==> config.mk <==
export PLATFORM = sky130hd
export DESIGN_NAME = ram64_stream_reader
export DESIGN_NICKNAME = d
export VERILOG_FILES = /design/src/rtl/ram64_pkg.sv /design/src/rtl/ram64_addr_counter.sv /design/src/rtl/ram64_stream_reader.sv
export SDC_FILE = /design/constraint.sdc
export NUM_CORES = 1
export LEC_CHECK = 0
export CAP_MARGIN = 25
export CORE_MARGIN = 2
export CORE_UTILIZATION = 30
export DETAILED_ROUTE_END_ITERATION = 10
export PLACE_DENSITY = 0.59
export RECOVER_POWER = 25
export SETUP_SLACK_MARGIN = 0.02
export SYNTH_ARGS = -nofsm -noshare
export SYNTH_HDL_FRONTEND = slang
export SYNTH_SLANG_ARGS = --single-unit
==> constraint.sdc <==
create_clock -name clk -period 2.52 [get_ports clk]
set_input_delay 0.63 -clock clk [delete_from_list [all_inputs] [get_ports clk]]
set_output_delay 0.63 -clock clk [all_outputs]
set_load 0.05 [all_outputs]
==> src/rtl/ram64_pkg.sv <==
// Shared constants and FSM state encoding for the RAM64 read-side stream initiator.
package ram64_pkg;

    localparam int unsigned RAM64_DATA_W = 16;
    localparam int unsigned RAM64_ADDR_W = 6;
    localparam int unsigned RAM64_DEPTH  = 64;

    typedef enum logic [1:0] {
        StIdle   = 2'd0,
        StFetch  = 2'd1,
        StHold   = 2'd2,
        StFinish = 2'd3
    } state_e;

endpackage

==> src/rtl/ram64_addr_counter.sv <==
// Wrapping address register plus remaining-word down-counter for a RAM64 sweep.
module ram64_addr_counter #(
    parameter int unsigned ADDR_W = 6
) (
    input  logic              clk_i,
    input  logic              reset_i,
    input  logic              load_i,
    input  logic              step_i,
    input  logic [ADDR_W-1:0] base_i,
    input  logic [ADDR_W:0]   len_i,
    output logic [ADDR_W-1:0] addr_o,
    output logic              last_o
);

    localparam int unsigned CntW  = ADDR_W + 1;
    localparam int unsigned Depth = 2 ** ADDR_W;

    logic [ADDR_W-1:0] addr_q, addr_d;
    logic [CntW-1:0]   cnt_q, cnt_d;

    assign last_o = (cnt_q == CntW'(1));
    assign addr_o = addr_q;

    always_comb begin
        addr_d = addr_q;
        cnt_d  = cnt_q;
        if (load_i) begin
            addr_d = base_i;
            cnt_d  = (len_i > CntW'(Depth)) ? CntW'(Depth) : len_i;
        end else if (step_i) begin
            cnt_d = cnt_q - CntW'(1);
            // The final word leaves the address on the last location read.
            if (!last_o) begin
                addr_d = addr_q + ADDR_W'(1);
            end
        end
    end

    always_ff @(posedge clk_i) begin
        if (reset_i) begin
            addr_q <= '0;
            cnt_q  <= '0;
        end else begin
            addr_q <= addr_d;
            cnt_q  <= cnt_d;
        end
    end

endmodule

==> src/rtl/ram64_stream_reader.sv <==
// Sweeps a RAM64 address window and streams each word out on valid/ready.
// Optional XOR checksum output enabled by RAM64_STREAM_READER_CHECKSUM_EN.
module ram64_stream_reader
    import ram64_pkg::*;
#(
    parameter int unsigned DATA_W = RAM64_DATA_W,
    parameter int unsigned ADDR_W = RAM64_ADDR_W
) (
    input  logic              clk,
    input  logic              reset,
    input  logic              start,
    input  logic [ADDR_W-1:0] base_addr,
    input  logic [ADDR_W:0]   length,
    output logic              busy,
    output logic              done,
    output logic [ADDR_W-1:0] ram_address,
    output logic              ram_load,
    output logic [DATA_W-1:0] ram_in,
    input  logic [DATA_W-1:0] ram_out,
    output logic [DATA_W-1:0] data_out,
    output logic [ADDR_W-1:0] data_addr,
    output logic              data_valid,
`ifdef RAM64_STREAM_READER_CHECKSUM_EN
    output logic [DATA_W-1:0] checksum,
`endif
    input  logic              data_ready
);

    state_e            state_q;
    logic              busy_q, done_q, valid_q;
    logic [DATA_W-1:0] data_q;
    logic [ADDR_W-1:0] data_addr_q;
    logic              cnt_load, cnt_step, cnt_last;
    logic              xfer;

    assign xfer     = (state_q == StHold) && valid_q && data_ready;
    assign cnt_load = (state_q == StIdle) && start && (length != '0);
    assign cnt_step = xfer;

    ram64_addr_counter #(
        .ADDR_W (ADDR_W)
    ) u_addr_counter (
        .clk_i   (clk),
        .reset_i (reset),
        .load_i  (cnt_load),
        .step_i  (cnt_step),
        .base_i  (base_addr),
        .len_i   (length),
        .addr_o  (ram_address),
        .last_o  (cnt_last)
    );

    always_ff @(posedge clk) begin
        if (reset) begin
            state_q     <= StIdle;
            busy_q      <= 1'b0;
            done_q      <= 1'b0;
            valid_q     <= 1'b0;
            data_q      <= '0;
            data_addr_q <= '0;
        end else begin
            done_q <= 1'b0;
            unique case (state_q)
                StIdle: begin
                    if (start) begin
                        if (length != '0) begin
                            state_q <= StFetch;
                            busy_q  <= 1'b1;
                        end else begin
                            done_q <= 1'b1;
                        end
                    end
                end
                StFetch: begin
                    data_q      <= ram_out;
                    data_addr_q <= ram_address;
                    valid_q     <= 1'b1;
                    state_q     <= StHold;
                end
                StHold: begin
                    if (xfer) begin
                        valid_q <= 1'b0;
                        if (cnt_last) begin
                            state_q <= StFinish;
                            busy_q  <= 1'b0;
                            done_q  <= 1'b1;
                        end else begin
                            state_q <= StFetch;
                        end
                    end
                end
                StFinish: begin
                    state_q <= StIdle;
                end
                default: begin
                    state_q <= StIdle;
                end
            endcase
        end
    end

`ifdef RAM64_STREAM_READER_CHECKSUM_EN
    logic [DATA_W-1:0] csum_q;

    // Cleared on any start taken in idle, including a zero-length one.
    always_ff @(posedge clk) begin
        if (reset) begin
            csum_q <= '0;
        end else if ((state_q == StIdle) && start) begin
            csum_q <= '0;
        end else if (xfer) begin
            csum_q <= csum_q ^ data_q;
        end
    end

    assign checksum = csum_q;
`endif

    assign busy       = busy_q;
    assign done       = done_q;
    assign data_out   = data_q;
    assign data_addr  = data_addr_q;
    assign data_valid = valid_q;
    assign ram_load   = 1'b0;
    assign ram_in     = '0;

endmodule

==> results of run 1 <==
## layout make-up
cell class	instances	area [um2]
Clock buffer	6	72.57
Clock inverter	1	5.005
Fill cell	657	3674
Inverter	6	22.52
Multi-Input combinational cell	173	1032
Sequential cell	40	800.8
Tap cell	77	96.34
Timing Repair Buffer	69	683.2
## worst min path at each step
stage / from / endpoint / slack [ps] / cells past startpoint
2_1_floorplan: u_addr_counter.cnt_q[1] / u_addr_counter.cnt_q[1] / 460 / 2
3_3_place_gp: data_out[12] / data_out[12] / 440 / 2
3_5_place_dp: data_out[13] / data_out[13] / 450 / 2
4_1_cts: data_out[13] / data_out[13] / 460 / 2
5_1_grt: data_addr[4] / data_addr[4] / 480 / 2
6_report: data_out[0] / data_out[0] / 450 / 2
## through the flow
step / hold slack [ps] / instances
floorplan: 464.7 / 249
global placement: 440.8 / 365
detailed placement: 446.3 / 365
CTS: 457.3 / 372
global route: 477.0 / 372
finish: 454.3 / 372
## metal layers
layer / track usage (%) / wire [um] / up-vias
li1: - / - / 891
met4: 3.896 / 36 / 0
met3: 2.695 / 254 / 5
met5: 0 / 0 / -
met2: 21.88 / 2169 / 55
met1: 17.21 / 2200 / 790
## cell usage after synthesis (all sizes together)
cell type  count  area (um2)
o22ai          1       6.260
a2111oi        1       10.01
conb           1       3.750
a21boi         1       7.510
nor4           1       21.27
nand2         48       180.2
buf           21       162.7
inv            6       22.52
nand4b         1       15.01
mux2i          1       10.01
nand3          7       45.04
o41ai          2       36.29
a31oi          2       12.51
a22oi          1       7.510
nor2          13       48.80
ha             3       37.54
and4b          1       10.01
xor2           2       17.52
or3b           1       8.760
nor2b          4       25.02
o31a           1       8.760
o211ai         1       7.510
a21oi         32       163.9
o41a           1       11.26
nor3b          4       30.03
dfxtp         40       800.8
a211oi        11       117.6
o211a          1       10.01
or3            2       17.52
nor3           1       10.01
nor4b          3       26.28
xnor2          5       43.79
clkbuf         9       33.78
or4            1       11.26
o21ai          3       15.01
## power groups by stage
stage	clock [W]	sequential, W	combinational, W
global placement	0	0.000723	0.000437
floorplan	0	0.000816	0.000220
finish	0.000405	0.000709	0.000436
global route	0.000454	0.000716	0.000465
detailed placement	0	0.000725	0.000439
CTS	0.000425	0.000710	0.000439
## flip-flops by register name, indices dropped and copies added, names as in the netlist
signal                 cells
busy                       1
data_addr                  6
data_valid                 1
done                       1
u_addr_counter.addr_o      6
state_q                    2
data_out                  16
u_addr_counter.cnt_q       7
## worst register-to-register path: cells and delay by family (launching register included)
family,cells,cell delay [ps]
DFF,1,390
and+or+nand+nor,1,370
buffers and inverters,1,290
AOI/OAI and AO/OA,3,580
## cell families (layout without fill, tap and decap cells)
group / Yosys count / count (layout) / synth area share [%]
DFF: 40 / 40 / 40.13
xor gates and xnor gates: 7 / 7 / 3.072
adders and majority gates: 3 / 3 / 1.881
muxes: 1 / 1 / 0.5016
buffers and inverters: 36 / 82 / 10.97
and+or+nand+nor: 87 / 87 / 22.51
other: 1 / 17 / 0.1879
AOI/OAI and AO/OA: 58 / 58 / 20.75
==> impl_table.tex, run 1 <==
\begin{tabular}{lr}
\hline
Metric & Value \\
\hline
\multicolumn{2}{l}{\textbf{Outcome}} \\
Run status & complete, no violations \\
\multicolumn{2}{l}{\textbf{Clocking}} \\
H-tree level count & 2 \\
Post-CTS sizing & 0 \\
CTS hold repair buffers & 0 \\
Maximum root-to-sink buffer count & 2 \\
Clock transition at the registers of the reported paths & 80 ps \\
Buffers inserted during post-CTS setup optimization & 0 \\
Num CTS Buffers & 5 \\
Clk Latency, worst-skew pair & 280 ps \\
Clock tree from TritonCTS & yes \\
Clock Tree Root & sky130\_fd\_sc\_hd\_\_clkbuf\_8 \\
Sink Count & 40 \\
\multicolumn{2}{l}{\textbf{Drt}} \\
Avg WL per Cell & 12.53 um \\
Number of remaining DRC errors & 0 \\
Total iterations of the first detailed-routing run & 6 \\
DRT iter0 DRCs & 55 \\
Number of nets with antenna violations after routing & 0 \\
Detailed-route via count & 1741 \\
Via density & 4.680 \\
Overall routed net length & 4660 um \\
\multicolumn{2}{l}{\textbf{Place}} \\
Pre-CTS WS & 32.19 ps \\
Detailed-placement wirelength estimate & 3433 um \\
Placed cell area & 0.002641 mm2 \\
Routability-driven placement congestion ratio & 0.7731 \\
Port Buffers & 63 \\
\multicolumn{2}{l}{\textbf{Die}} \\
Standard-cell row count & 29 \\
DIE WIDTH & 85.56 um \\
Die outline area & 0.007321 mm2 \\
Count of pins on the block boundary & 81 \\
Placeable Area & 0.006386 mm2 \\
Height of the die & 85.56 um \\
Initial standard-cell utilization of the core & 31.25\% \\
\multicolumn{2}{l}{\textbf{Setup path}} \\
Critical Path End Type & output pin \\
Arrival time at the worst endpoint & 1580 ps \\
Path type of the worst setup path & flop to output pin \\
WP data required & 1890 ps \\
End point of the critical path & ram\_address[2] \\
Largest fanout on the critical path & 5 \\
Critical Path Source Type & flop \\
Crit path from & u\_addr\_counter.addr\_o[2] \\
Reg2reg start & state\_q[0] \\
Crit path cell chain & clkdlybuf4s50\_1 \\
Cell with the largest stage delay on the worst path & sky130\_fd\_sc\_hd\_\_clkdlybuf4s50\_1 \\
Family of cells with the greatest summed delay on the critical path & buffers and inverters \\
Path depth of the worst reg2reg path & 5 \\
End of the worst register-to-register path & u\_addr\_counter.cnt\_q[3] \\
Count of buffer and inverter cells on the critical path & 1 \\
Slowest cell delay on critical path & 840 ps \\
Reg-to-reg slack, setup & 780 ps \\
WP depth & 1 \\
\multicolumn{2}{l}{\textbf{Power}} \\
Static Leakage & 0.9483 nW \\
Proportion of power drawn by combinational gates & 28.1\% \\
Internal portion of total power & 0.001020 W \\
Net Switching & 0.0005294 W \\
Power per cell area & 571.2 mW/mm2 \\
Total Power Consumption & 0.001549 W \\
Clock share of power & 26.1\% \\
Fraction of power consumed by sequential logic & 45.7\% \\
Switching share of total power & 34.17\% \\
Max rail drop VDD & 0.2228 mV \\
\multicolumn{2}{l}{\textbf{Synth}} \\
Count of mapped cells out of synthesis & 233 \\
Average footprint of a synthesized cell & 8.565 um2 \\
Seq cells post-synth & 40 \\
Sequential area share after synthesis & 40.13\% \\
Syn. warnings & 0 \\
Number of library cell types mapped by synthesis & 43 \\
Post-synthesis instance area & 0.001996 mm2 \\
\multicolumn{2}{l}{\textbf{GRT}} \\
Number of antenna violations at the first check in global routing & 0 \\
GRT Residual Overflow & 0 \\
Number of global-route vias before repair & 1664 \\
GRT Resource Usage Total & 13.14\% \\
Pin count of the biggest net entering global routing & 25 \\
Wire length of the first global-routing pass & 7790 um \\
\multicolumn{2}{l}{\textbf{Timing}} \\
Setup WS post-layout & 314.1 ps \\
Unrepaired setup endpoints after global routing & no \\
Pins Over Slew Limit & 0 \\
Max-slew headroom & 48.48\% \\
Maximum clock frequency & 0.4533 GHz \\
Clock period minus final worst setup slack & 2206 ps \\
Post-route setup TNS & 0 ps \\
Final hold violations & 0 \\
Final count of negative-setup-slack endpoints & 0 \\
Period utilization & 87.54\% \\
Transition time at the pin with the least slew margin & 770.9 ps \\
Worst clock skew & 5.216 ps \\
\multicolumn{2}{l}{\textbf{Finish}} \\
Number of nets in the layout & 331 \\
Non-Filler Cell Area, Final & 0.002713 mm2 \\
Ant. Diodes & 0 \\
Area Growth Syn to Fin & 35.92\% \\
Most frequent standard cell in the layout excluding fill and tap cells & sky130\_fd\_sc\_hd\_\_clkdlybuf4s50\_1 \\
Post-layout util & 42.48\% \\
Commonest cells after routing, fill and taps aside & sky130\_fd\_sc\_hd\_\_clkdlybuf4s50\_1, sky130\_fd\_sc\_hd\_\_nand2\_1, sky130\_fd\_sc\_hd\_\_dfxtp\_1, sky130\_fd\_sc\_hd\_\_a21oi\_1, sky130\_fd\_sc\_hd\_\_conb\_1 \\
Layout cell share with drive strength beyond 1 & 10.17\% \\
\multicolumn{2}{l}{\textbf{Hold path}} \\
Hold Path Class & flop to flop \\
\multicolumn{2}{l}{\textbf{Flow run}} \\
Max cap viols & 0 \\
\hline
\end{tabular}
(Power assumes the default switching activity.)
==> inputs of run 2 (changes only) <==
PLACE_DENSITY = 0.61   (was 0.59)
REMOVE_ABC_BUFFERS = 1   (was default)
clock period = 1.9 ns   (was 2.52 ns; I/O delays follow)
==> run 2 against run 1 <==
Clock skew is 8.9 ps higher. Total power is 46% higher. Via count is 4.2% higher. Critical path type is now input port to flop.
==> impl_table.tex, run 2 (synthesis results as in run 1) <==
\begin{tabular}{lr}
\hline
Metric & Value \\
\hline
\multicolumn{2}{l}{\textbf{Drt}} \\
Number of remaining DRC errors & 0 (unchanged) \\
Avg WL per Cell & 13.06 um (+4.2\%) \\
Detailed-route via count & 1814 (+4.2\%) \\
DRT iter0 DRCs & 51 (-7.3\%) \\
Overall routed net length & 5093 um (+9.3\%) \\
Via density & 4.651 (-0.62\%) \\
Total iterations of the first detailed-routing run & 4 (-2) \\
Number of nets with antenna violations after routing & 0 (unchanged) \\
\multicolumn{2}{l}{\textbf{Setup path}} \\
Path type of the worst setup path & input port to flop \\
WP data required & 2140 ps (+250 ps) \\
Largest fanout on the critical path & 3 (-2) \\
Arrival time at the worst endpoint & 2060 ps (+480 ps) \\
Family of cells with the greatest summed delay on the critical path & simple AND/OR/NAND/NOR gates \\
Crit path cell chain & dlygate4sd2\_1 > or4\_4 > buf\_4 > or3\_4 > o31a\_1 > nor3\_2 \\
Critical Path End Type & flop \\
Cell with the largest stage delay on the worst path & sky130\_fd\_sc\_hd\_\_or4\_4 \\
Slowest cell delay on critical path & 490 ps (-350 ps) \\
Count of buffer and inverter cells on the critical path & 2 (+1) \\
Critical Path Source Type & input port \\
\multicolumn{2}{l}{\textbf{Clocking}} \\
Clock tree from TritonCTS & yes \\
H-tree level count & 2 (unchanged) \\
Sink Count & 40 (unchanged) \\
Maximum root-to-sink buffer count & 2 (unchanged) \\
Clock transition at the registers of the reported paths & 90 ps (about the same) \\
Clk Latency, worst-skew pair & 300 ps (+20 ps) \\
Num CTS Buffers & 5 (unchanged) \\
Clock Tree Root & sky130\_fd\_sc\_hd\_\_clkbuf\_8 \\
\multicolumn{2}{l}{\textbf{Die}} \\
Die outline area & 0.007321 mm2 (unchanged) \\
Height of the die & 85.56 um (unchanged) \\
DIE WIDTH & 85.56 um (unchanged) \\
Standard-cell row count & 29 (unchanged) \\
Initial standard-cell utilization of the core & 31.25\% (unchanged) \\
Placeable Area & 0.006386 mm2 (unchanged) \\
Count of pins on the block boundary & 81 (unchanged) \\
\multicolumn{2}{l}{\textbf{Finish}} \\
Layout cell share with drive strength beyond 1 & 23.96\% (+14 points) \\
Flip-flop count of the largest register after layout & 16 (unchanged) \\
Number of fill cells & 644 (-2.0\%) \\
Ant. Diodes & 0 (unchanged) \\
Most frequent standard cell in the layout excluding fill and tap cells & sky130\_fd\_sc\_hd\_\_nand2\_1 \\
Number of nets in the layout & 348 (+5.1\%) \\
Area Growth Syn to Fin & 40.63\% \\
Commonest cells after routing, fill and taps aside & sky130\_fd\_sc\_hd\_\_nand2\_1, sky130\_fd\_sc\_hd\_\_dfxtp\_1, sky130\_fd\_sc\_hd\_\_buf\_4, sky130\_fd\_sc\_hd\_\_a21oi\_1, sky130\_fd\_sc\_hd\_\_clkdlybuf4s50\_1 \\
\multicolumn{2}{l}{\textbf{GRT}} \\
Pin count of the biggest net entering global routing & 24 (-4.0\%) \\
GRT Residual Overflow & 0 (unchanged) \\
Number of global-route vias before repair & 1743 (+4.7\%) \\
Wire length of the first global-routing pass & 8293 um (+6.5\%) \\
GRT Resource Usage Total & 14.31\% (+1.2 points) \\
Number of antenna violations at the first check in global routing & 0 (unchanged) \\
\multicolumn{2}{l}{\textbf{Power}} \\
Max rail drop VDD & 0.3955 mV (+78\%) \\
Static Leakage & 1.102 nW (+16\%) \\
Total Power Consumption & 0.002260 W (+46\%) \\
Power per cell area & 805.4 mW/mm2 (+41\%) \\
\multicolumn{2}{l}{\textbf{Outcome}} \\
Run status & complete, no violations \\
\multicolumn{2}{l}{\textbf{Flow run}} \\
Max cap viols & 0 (unchanged) \\
\multicolumn{2}{l}{\textbf{Timing}} \\
Final hold violations & 0 (unchanged) \\
Maximum clock frequency & 0.5483 GHz \\
Worst clock skew & 14.14 ps (+8.926 ps) \\
Transition time at the pin with the least slew margin & 603.4 ps (-167.6 ps) \\
Pins Over Slew Limit & 0 (unchanged) \\
Clock period minus final worst setup slack & 1824 ps \\
Post-route setup TNS & 0 ps (unchanged) \\
Period utilization & 95.99\% \\
Unrepaired setup endpoints after global routing & yes \\
Final count of negative-setup-slack endpoints & 0 (unchanged) \\
Max-slew headroom & 59.95\% (+11 points) \\
\multicolumn{2}{l}{\textbf{Place}} \\
Routability-driven placement congestion ratio & 0.7512 (-2.8\%) \\
Detailed-placement wirelength estimate & 3569 um (+4.0\%) \\
Port Buffers & 63 (unchanged) \\
\multicolumn{2}{l}{\textbf{Hold path}} \\
Hold Path Class & flop to flop \\
\hline
\end{tabular}
==> run 2: final cells by class <==
class                           count  area [um2]  share of cell area (%)
Multi-Input combinational cell    173        1050                   37.41
Timing Repair Buffer               86       729.5                   25.99
Clock buffer                        6       72.57                   2.586
Clock inverter                      2       35.03                   1.248
Inverter                            6       22.52                  0.8025
Sequential cell                    40       800.8                   28.53
Tap cell                           77       96.34                   3.433
==> run 2: worst reg2reg max path: cells and delay by family (launching register included) <==
| family | cells | cell delay (ps) |
|---|---|---|
| simple gates | 2 | 770 |
| flops | 1 | 400 |
| compound gates | 2 | 260 |
| buf+inv | 1 | 170 |
==> run 2: path summary, 6_finish.rpt <==
path                                 from      endpoint  slack [ps]  cells after the start
hold reg to reg              data_addr[3]  data_addr[3]         460                      2
setup reg to reg  u_addr_counter.cnt_q[2]    state_q[1]         240                      5
hold / removal               data_addr[3]  data_addr[3]         460                      2
setup / recovery                length[0]          done          80                      6
==> run 2: timing repair <==
item / CTS / global route
endpoints found under the setup margin: 15 / 9
buffers inserted: 3 / 0
gates resized for setup: 9 / 3
pin swaps: 3 / 1
hold buffers: 0 / 0
cloned: 2 / 0
==> run 2: power by group <==
group | internal [W] | switching, W | total, W
sequential | 0.000890 | 0.0000534 | 0.000943
clock | 0.000390 | 0.000306 | 0.000696
combinational | 0.000239 | 0.000383 | 0.000621
==> run 2: routing by layer <==
metal | up-vias | global-route usage [%] | share of wire (%)
li1 | 923 | - | -
met1 | 833 | 18.76 | 46
met2 | 52 | 22.73 | 47
met3 | 6 | 4.042 | 6.0
met4 | 0 | 4.762 | 1.4
met5 | - | 0 | 0
==> run 2: metrics by stage <==
stage	worst slack [ps]	utilization, %	area [um2]	instances	hold slack [ps]
floorplan	-358.5	-	1859	219	458.6
global placement	-356.6	41.56	2654	377	442.7
detailed placement	-376.8	41.56	2654	377	446.8
CTS	48.61	44.28	2828	390	457.8
global route	19.37	43.95	2806	390	480.1
finish	76.19	43.95	2806	390	455.5
==> variant: new RTL, settings of run 2 <==
The package constant `RAM64_ADDR_W` goes from 6 to 5.
--- a/src/rtl/ram64_pkg.sv
+++ b/src/rtl/ram64_pkg.sv
@@ -2,7 +2,7 @@
 package ram64_pkg;
 
     localparam int unsigned RAM64_DATA_W = 16;
-    localparam int unsigned RAM64_ADDR_W = 6;
+    localparam int unsigned RAM64_ADDR_W = 5;
     localparam int unsigned RAM64_DEPTH  = 64;
 
     typedef enum logic [1:0] {
Interface: changed (resized base_addr, data_addr, length and ram_address); port bits go from 81 to 77. The function was not compared with the original's and may differ.
==> variant against run 2 <==
Synthesized area shrank 10%; global-route usage shrank 0.65 points; power shrank 6.0%; routed wire length shrank 14%; sequential power shrank 5.4%; setup slack gained 27 ps; cell area shrank 11%; hold slack is essentially flat; sequential cell count shrank 3; count of clock-buffer cells in the layout grew 1; highest routed layer unchanged.
==> variant: results (changes against run 2) <==
Placed design
  – Post-DP Area: 2410 um2 (-9.2%)
  – IO Port Bufs: 59 (-6.3%)
  – Setup WS pre-CTS: -205 ps (+172 ps)
  – Gpl congestion: 0.764 (+1.7%)
  – Dpl hpwl: 3340 um (-6.5%)

Route
  – WL/cell: 12.2 um (-6.3%)
  – 1st-iter DRT viols: 88 (+73%)
  – Via count: 1623 (-11%)

Worst setup path
  – FF-to-FF setup slack: 300 ps (+60 ps)
  – Worst R2R End: u_addr_counter.addr_o[4]
  – FF-to-FF path depth: 5 (unchanged)
  – CP max FO: 9 (+6)
  – Reg-to-reg critical path startpoint: state_q[1]
  – WP data arrival: 1980 ps (-80 ps)

Clock tree
  – Post-CTS sizing: 0 (-9)
  – Postcts setup bufs: 0 (-3)
  – Clk slew on worst S/H paths: 70 ps (-20 ps)

Yosys
  – Share of the synthesized area in the top cell type: 41.3% (+1.2 points)
  – Top post-synthesis cells by count: nand2_1 (48), dfxtp_1 (37), a21oi_1 (28)
  – Sequential-to-total area share from yosys stat: 41.3% (+1.2 points)
  – Area contributors post-synth: dfxtp_1 (41%), nand2_1 (10%), a21oi_1 (7.8%)
  – Synth unique cells: 41 (-4.7%)

Power
  – Worst vdd ir: 365 uV (-7.7%)
  – Leak Pwr: 1.02 nW (-7.2%)

Timing
  – Slew @ Worst Pin: 589 ps (-14.7 ps)
  – Worst clock skew: 9.16 ps (-4.98 ps)
  – Worst Hold Slack: 455 ps (-0.385 ps)

Global route
  – GR Util All Layers: 13.7% (-0.65 points)
  – Vias in the first global route: 1528 (-12%)
  – First-pass GRT wire length: 6890 um (-17%)
  – Pin count of the biggest net entering global routing: 21 (-13%)

Outcome
  – Outcome: complete, no violations

Hold path
  – Worst Hold Launch: data_out[8]
  – WHS Endpoint: data_out[8]

Cells and area
  – Layout cells sized above 1: 21.6% (-2.4 points)
  – Final Instance Area: 2500 um2 (-11%)
  – Layout fillers: 600 (-6.8%)
  – # nets final: 316 (-9.2%)
==> variant: layout make-up <==
cell class	instances	share of cell area [%]
Clock inverter	1	0.200
Tap cell	75	3.75
Clock buffer	7	3.85
Multi-Input combinational cell	158	36.2
Timing Repair Buffer	75	25.6
Inverter	5	0.751
Sequential cell	37	29.6
==> variant: power breakdown <==
| group | leakage (nW) | total [mW] | internal, mW | switching [mW] |
|---|---|---|---|---|
| sequential | 0.302 | 0.892 | 0.835 | 0.0576 |
| clock | 0.0542 | 0.616 | 0.328 | 0.288 |
| combinational | 0.665 | 0.616 | 0.217 | 0.399 |
==> variant: logic make-up (layout without fill, tap and decap cells) <==
group,count (synthesis),after routing,share of synthesized area [%]
and+or+nand+nor,82,82,23.0
other,1,17,0.209
AOI/OAI and AO/OA,47,47,17.2
xor gates and xnor gates,5,5,2.44
DFF,37,37,41.3
adders and majority gates,3,3,2.09
muxes,4,4,2.30
buffers and inverters,33,88,11.5
==> variant: worst max-delay path, cell delays in order <==
cell and delay (ps):
clkdlybuf4s50_1 480, or3b_1 390, a21o_1 210, buf_4 180, mux2i_1 140, o22ai_1 90
==> variant: worst max-delay path by stage <==
stage / start / cells after the start / endpoint / slack (ps)
after floorplan: data_valid / 4 / u_addr_counter.addr_o[2] / 160
after global placement: length[2] / 6 / u_addr_counter.cnt_q[2] / -170
after detailed placement: length[2] / 6 / u_addr_counter.cnt_q[2] / -200
after CTS: length[2] / 6 / u_addr_counter.cnt_q[2] / 100
after global routing: length[2] / 6 / u_addr_counter.cnt_q[2] / 40
final: start / 6 / u_addr_counter.addr_o[4] / 100
==> variant: per-stage QoR <==
| step | power [mW] | std cells |
|---|---|---|
| 6_report | 2.12 | 358 |
| 5_1_grt | 2.23 | 358 |
| 4_1_cts | 2.15 | 358 |
| 3_5_place_dp | 1.54 | 350 |
| 3_3_place_gp | 1.53 | 350 |
| 2_1_floorplan | 1.29 | 200 |
==> variant: layer usage <==
metal / part of all wire [%] / routed length [um] / global-route usage (%) / vias up
li1: - / - / - / 830
met4: 1.3 / 59 / 5.08 / 0
met3: 5.3 / 232 / 3.67 / 7
met1: 44 / 1940 / 16.7 / 745
met2: 49 / 2150 / 22.8 / 41
met5: 0 / 0 / 0 / -
